`src/rtl/tod_clock_core.sv`:
```
// Time-of-day clock: prescaled 24 h binary counter with preset load, alarm comparator
// and registered 12 h/24 h BCD display.
module tod_clock_core #(
  parameter int unsigned TICK_DIV         = 100000000,
  parameter bit          ALARM_EN_DEFAULT = 1'b0
) (
  input  logic       clk,
  input  logic       reset,
  input  logic       load,
  input  logic       run,
  input  logic       mode_12h,
  input  logic [4:0] inhrs,
  input  logic [5:0] inmin,
  input  logic [5:0] insec,
  input  logic       alarm_set,
  input  logic       alarm_clr,
  input  logic [4:0] alarm_hrs,
  input  logic [5:0] alarm_min,
  output logic [3:0] outhrstens,
  output logic [3:0] outhrsones,
  output logic [3:0] outmintens,
  output logic [3:0] outminones,
  output logic [3:0] outsectens,
  output logic [3:0] outsecones,
  output logic       pm,
  output logic       sec_pulse,
  output logic       alarm_hit
);

  localparam int unsigned PW = $clog2(TICK_DIV);
  localparam logic [PW-1:0] PrescMax = PW'(TICK_DIV - 1);

  logic [PW-1:0] presc_q;
  logic [4:0]    hrs_q, al_hrs_q;
  logic [5:0]    min_q, sec_q, al_min_q;
  logic          armed_q;
  logic          tick_q, hit_q;

  logic          tick, match;
  logic [4:0]    hrs_inc, hrs_sat, disp_hrs;
  logic [5:0]    min_inc, sec_inc, min_sat, sec_sat;
  logic [7:0]    hrs_bcd, min_bcd, sec_bcd;

  function automatic logic [7:0] to_bcd(input logic [5:0] v);
    logic [3:0] tens;
    logic [5:0] rem;
    tens = '0;
    rem  = v;
    for (int i = 0; i < 6; i++) begin
      if (rem >= 6'd10) begin
        rem  = rem - 6'd10;
        tens = tens + 4'd1;
      end
    end
    return {tens, rem[3:0]};
  endfunction

  assign tick = run & ~load & (presc_q == PrescMax);

  always_comb begin
    hrs_inc = hrs_q;
    min_inc = min_q;
    sec_inc = sec_q + 6'd1;
    if (sec_q == 6'd59) begin
      sec_inc = '0;
      min_inc = min_q + 6'd1;
      if (min_q == 6'd59) begin
        min_inc = '0;
        hrs_inc = (hrs_q == 5'd23) ? 5'd0 : hrs_q + 5'd1;
      end
    end
  end

  assign hrs_sat = (inhrs > 5'd23) ? 5'd23 : inhrs;
  assign min_sat = (inmin > 6'd59) ? 6'd59 : inmin;
  assign sec_sat = (insec > 6'd59) ? 6'd59 : insec;

  // Compared against the post-increment time so the strobe lines up with the new digits.
  assign match = armed_q && (hrs_inc == al_hrs_q) && (min_inc == al_min_q) && (sec_inc == 6'd0);

  always_comb begin
    disp_hrs = hrs_q;
    if (mode_12h) begin
      if (hrs_q == 5'd0) begin
        disp_hrs = 5'd12;
      end else if (hrs_q > 5'd12) begin
        disp_hrs = hrs_q - 5'd12;
      end
    end
  end

  assign hrs_bcd = to_bcd({1'b0, disp_hrs});
  assign min_bcd = to_bcd(min_q);
  assign sec_bcd = to_bcd(sec_q);

  always_ff @(posedge clk) begin
    if (reset) begin
      presc_q  <= '0;
      hrs_q    <= '0;
      min_q    <= '0;
      sec_q    <= '0;
      armed_q  <= ALARM_EN_DEFAULT;
      al_hrs_q <= '0;
      al_min_q <= '0;
      tick_q   <= 1'b0;
      hit_q    <= 1'b0;
    end else begin
      if (load) begin
        presc_q <= '0;
        hrs_q   <= hrs_sat;
        min_q   <= min_sat;
        sec_q   <= sec_sat;
      end else if (run) begin
        presc_q <= tick ? '0 : presc_q + PW'(1);
        if (tick) begin
          hrs_q <= hrs_inc;
          min_q <= min_inc;
          sec_q <= sec_inc;
        end
      end
      if (alarm_clr) begin
        armed_q <= 1'b0;
      end else if (alarm_set) begin
        armed_q  <= 1'b1;
        al_hrs_q <= alarm_hrs;
        al_min_q <= alarm_min;
      end
      tick_q <= tick;
      hit_q  <= tick & match;
    end
  end

  // Display stage: one cycle behind the time registers; strobes delayed to match.
  always_ff @(posedge clk) begin
    if (reset) begin
      outhrstens <= '0;
      outhrsones <= '0;
      outmintens <= '0;
      outminones <= '0;
      outsectens <= '0;
      outsecones <= '0;
      pm         <= 1'b0;
      sec_pulse  <= 1'b0;
      alarm_hit  <= 1'b0;
    end else begin
      {outhrstens, outhrsones} <= hrs_bcd;
      {outmintens, outminones} <= min_bcd;
      {outsectens, outsecones} <= sec_bcd;
      pm         <= mode_12h & (hrs_q >= 5'd12);
      sec_pulse  <= tick_q & ~load;
      alarm_hit  <= hit_q & ~load;
    end
  end

endmodule
```
`config.mk`:
```
export PLATFORM = sky130hd
export DESIGN_NAME = tod_clock_core
export DESIGN_NICKNAME = d
export VERILOG_FILES = /design/src/rtl/tod_clock_core.sv
export SDC_FILE = /design/constraint.sdc
export NUM_CORES = 1
export LEC_CHECK = 0
export CAP_MARGIN = 20
export CORE_UTILIZATION = 40
export CTS_CLUSTER_SIZE = 28
export DETAILED_ROUTE_END_ITERATION = 7
export PLACE_DENSITY = 0.56
export SYNTH_ARGS = -nofsm -noshare
export SYNTH_HDL_FRONTEND = slang
export SYNTH_SLANG_ARGS = --single-unit
```
`constraint.sdc`:
```
create_clock -name clk -period 14.4 [get_ports clk]
set_input_delay 2.88 -clock clk [delete_from_list [all_inputs] [get_ports clk]]
set_output_delay 2.88 -clock clk [all_outputs]
set_load 0.05 [all_outputs]
```
==> impl_metrics.yaml <==
critical_path:
  crit_slowest_cell: "mux2i_1"
  required_ns: 14.61
  slowest_delay_ns: 0.74
  arrival_ns: 9.74
  path_class: "in2reg"
  crit_family: "simple AND/OR/NAND/NOR gates"
  crit_top_cell: "ha_1"
  start_kind: "input port"
  critPathCaptureType: "flip-flop"
  cp.depth: 27
  crit_buf_inv: 2
  cp_max_fo: 11
  r2r_cells: 38
layout:
  diodes: 0
  nets: 1203
  post-route-util_pct: 45.76
  drive_above_1_share_pct: 7.232
  fillers: 2042
  syn2layout_area_growth_pct: 12.51
place:
  dp_hpwl_microns: 15380
  place_ws_ns: 4.615
  place_congestion: 0.8583
  numPortBuffers: 61
die:
  ios: 62
  die-area_sq_um: 21150
  fp-row-count: 52
  die_x_microns: 145.4
  fp.dieH_microns: 145.4
  initial_core_util_pct: 40.68
  core_sq_um: 20230
run_status:
  status: "completed"
cts:
  htree_levels: 3
  clk_latency_ns: 0.35
  clk_pin_slew_ns: 0.07
  clockBufferDepth: 2
  clock-sinks: 85
  cts_setup_buffers: 0
  numCtsBuffers: 9
  cts_tree: "yes"
  hold_buffers: 0
  cts_root_buf: "clkbuf_16"
  cts_resized: 0
synth:
  synth_top_area_share_pct: 20.67
  synth_area_sq_um: 8230
  synth_edf_count: 0
  synthTopCellsByArea: "dfxtp_1 21%, ha_1 8.1%, nand2_1 5.2%"
  avgSynthCellArea_sq_um: 7.565
  ys_ff_latch: 85
  syn_nets: 1176
  synth_ff_type: "dfxtp_1"
  ys_types: 105
  yosysWarnings: 0
  yosysMostFrequentCell: "nand2_1"
  synth_area_leader_cell: "dfxtp_1"
  yosysSeqAreaShare_pct: 20.67
  synth-async-reset-ratio_pct: 0
  syn_inst: 1088
  synth_commonest_cells: "114 x nand2_1, 106 x nor2_1, 85 x dfxtp_1"
sta:
  timing.fmax_mhz: 104.8
  rsz0062_at_grt: "no"
  finalCritPeriodShare_pct: 66.24
  min_period_ns: 9.539
  finalSetupTns_ns: 0
  slew_headroom_pct: 30.25
  maxSlewViolCount: 0
  finalClockSkew_ns: 0.01115
  worstMarginPinSlew_ns: 1.042
  setup_viol: 0
  setup_slack_ns: 4.861
  final-hold-violation-count: 0
detailed_routing:
  first_pass_iters: 7
  vias: 7699
  avgViaCountPerCell: 5.539
  drt-total-wl_microns: 20370
  routedWlPerCell_microns: 14.66
  drtAntennaViolNets: 0
  drc: 0
  first_iter_violations: 417
min_path:
  min_path_cells: 1
  worstHoldPathType: "reg2reg"
run:
  maxCapViolations: 0
pwr:
  irDropWorstVdd_uv: 244.1
  p_leak_nw: 3.535
  p_per_area_nw_per_um2: 198.2
grt:
  grt_max_degree: 51
  grt-ovfl-total: 0
  grt_antenna_before_repair: 0
  grt_pass1_wl_microns: 34490
  grtUsageTotal_pct: 19.44
  grt_pass1_vias: 7069
==> metal layers <==
layer | routed length, microns | global-route usage [%]
met5 | 0 | 0
met4 | 188 | 3.737
met3 | 937 | 3.856
met2 | 9546 | 33.17
met1 | 9702 | 25.42
==> final timing paths <==
| kind | from | to | slack [ns] |
|---|---|---|---|
| setup / recovery | mode_12h | outhrstens[1]$_SDFF_PP0_ | 4.86 |
| hold / removal | tick_q$_SDFF_PP0_ | sec_pulse$_SDFF_PP0_ | 0.42 |
| setup reg to reg | sec_q[2]$_SDFFE_PP0P_ | outsecones[3]$_SDFF_PP0_ | 6.10 |
| hold reg to reg | tick_q$_SDFF_PP0_ | sec_pulse$_SDFF_PP0_ | 0.42 |
==> area by class of cell <==
cell class | count | area [sq um] | share of cell area (%)
Tap cell | 270 | 337.8 | 3.648
Timing Repair Buffer | 64 | 628.1 | 6.783
Clock inverter | 5 | 60.06 | 0.6486
Multi-Input combinational cell | 898 | 6081 | 65.67
Sequential cell | 85 | 1702 | 18.38
Inverter | 57 | 219.0 | 2.365
Clock buffer | 11 | 232.7 | 2.513
==> cells in the final DEF (no fill, tap or decap), types with 6 or more instances in the layout <==
master           instances
nand2_1                114
nor2_1                 106
dfxtp_1                 85
a21oi_1                 75
clkdlybuf4s50_1         60
inv_1                   54
ha_1                    53
o21ai_0                 46
nand3_1                 37
xnor2_1                 37
nor3_1                  31
xor2_1                  29
nor2b_1                 21
or3_1                   21
nand2b_1                17
nand4_1                 17
and2_1                  17
mux2i_1                 17
a211oi_1                14
and3_1                  13
a31oi_1                 13
o21a_1                  11
o211ai_1                11
a21o_1                  10
mux2_2                  10
clkbuf_16                9
nor4_1                   8
a211o_1                  7
o31ai_1                  7
o21ai_1                  6
a21boi_0                 6
==> logic make-up after synthesis <==
| family | after synthesis | synth area share (%) |
|---|---|---|
| AO/OA/AOI/OAI | 301 | 26.85 |
| XOR/XNOR | 70 | 7.814 |
| adder cells (fa/ha/maj) | 53 | 8.057 |
| buffers and inverters | 105 | 5.442 |
| flip-flops | 85 | 20.67 |
| multiplexers | 29 | 3.785 |
| AND/OR/NAND/NOR | 445 | 27.38 |
==> power breakdown <==
group	switching, mW	total (mW)	internal, mW
clock network	0.0987	0.234	0.135
registers	0.0180	0.285	0.267
logic	0.760	1.32	0.557
==> flip-flops by register name, summed over array words and instances (netlist names), 4 cells and up <==
signal      count
outmintens      4
sec_q           6
outminones      4
presc_q        27
outsectens      4
min_q           6
outhrstens      4
al_hrs_q        5
hrs_q           5
outsecones      4
outhrsones      4
al_min_q        6
==> worst register-to-register path: cells and delay by family (launching register included) <==
kind / cells / cell delay (ns)
AOI/OAI and AO/OA: 12 / 2.99
and+or+nand+nor: 13 / 2.03
adders and majority gates: 6 / 1.33
DFF: 1 / 0.66
buffers and inverters: 4 / 0.57
xor gates and xnor gates: 2 / 0.50
muxes: 1 / 0.16
==> through the flow <==
stage	total power, mW	hold slack, ns	cell area, sq um	std cells
final	1.836	0.4233	9260	1390
after global routing	2.017	0.4393	9260	1390
after CTS	1.849	0.4298	9260	1390
after detailed placement	1.603	0.4159	8967	1374
after global placement	1.596	0.4179	8967	1374
after floorplan	1.388	0.4057	8230	1088
(Power assumes the default switching activity.)
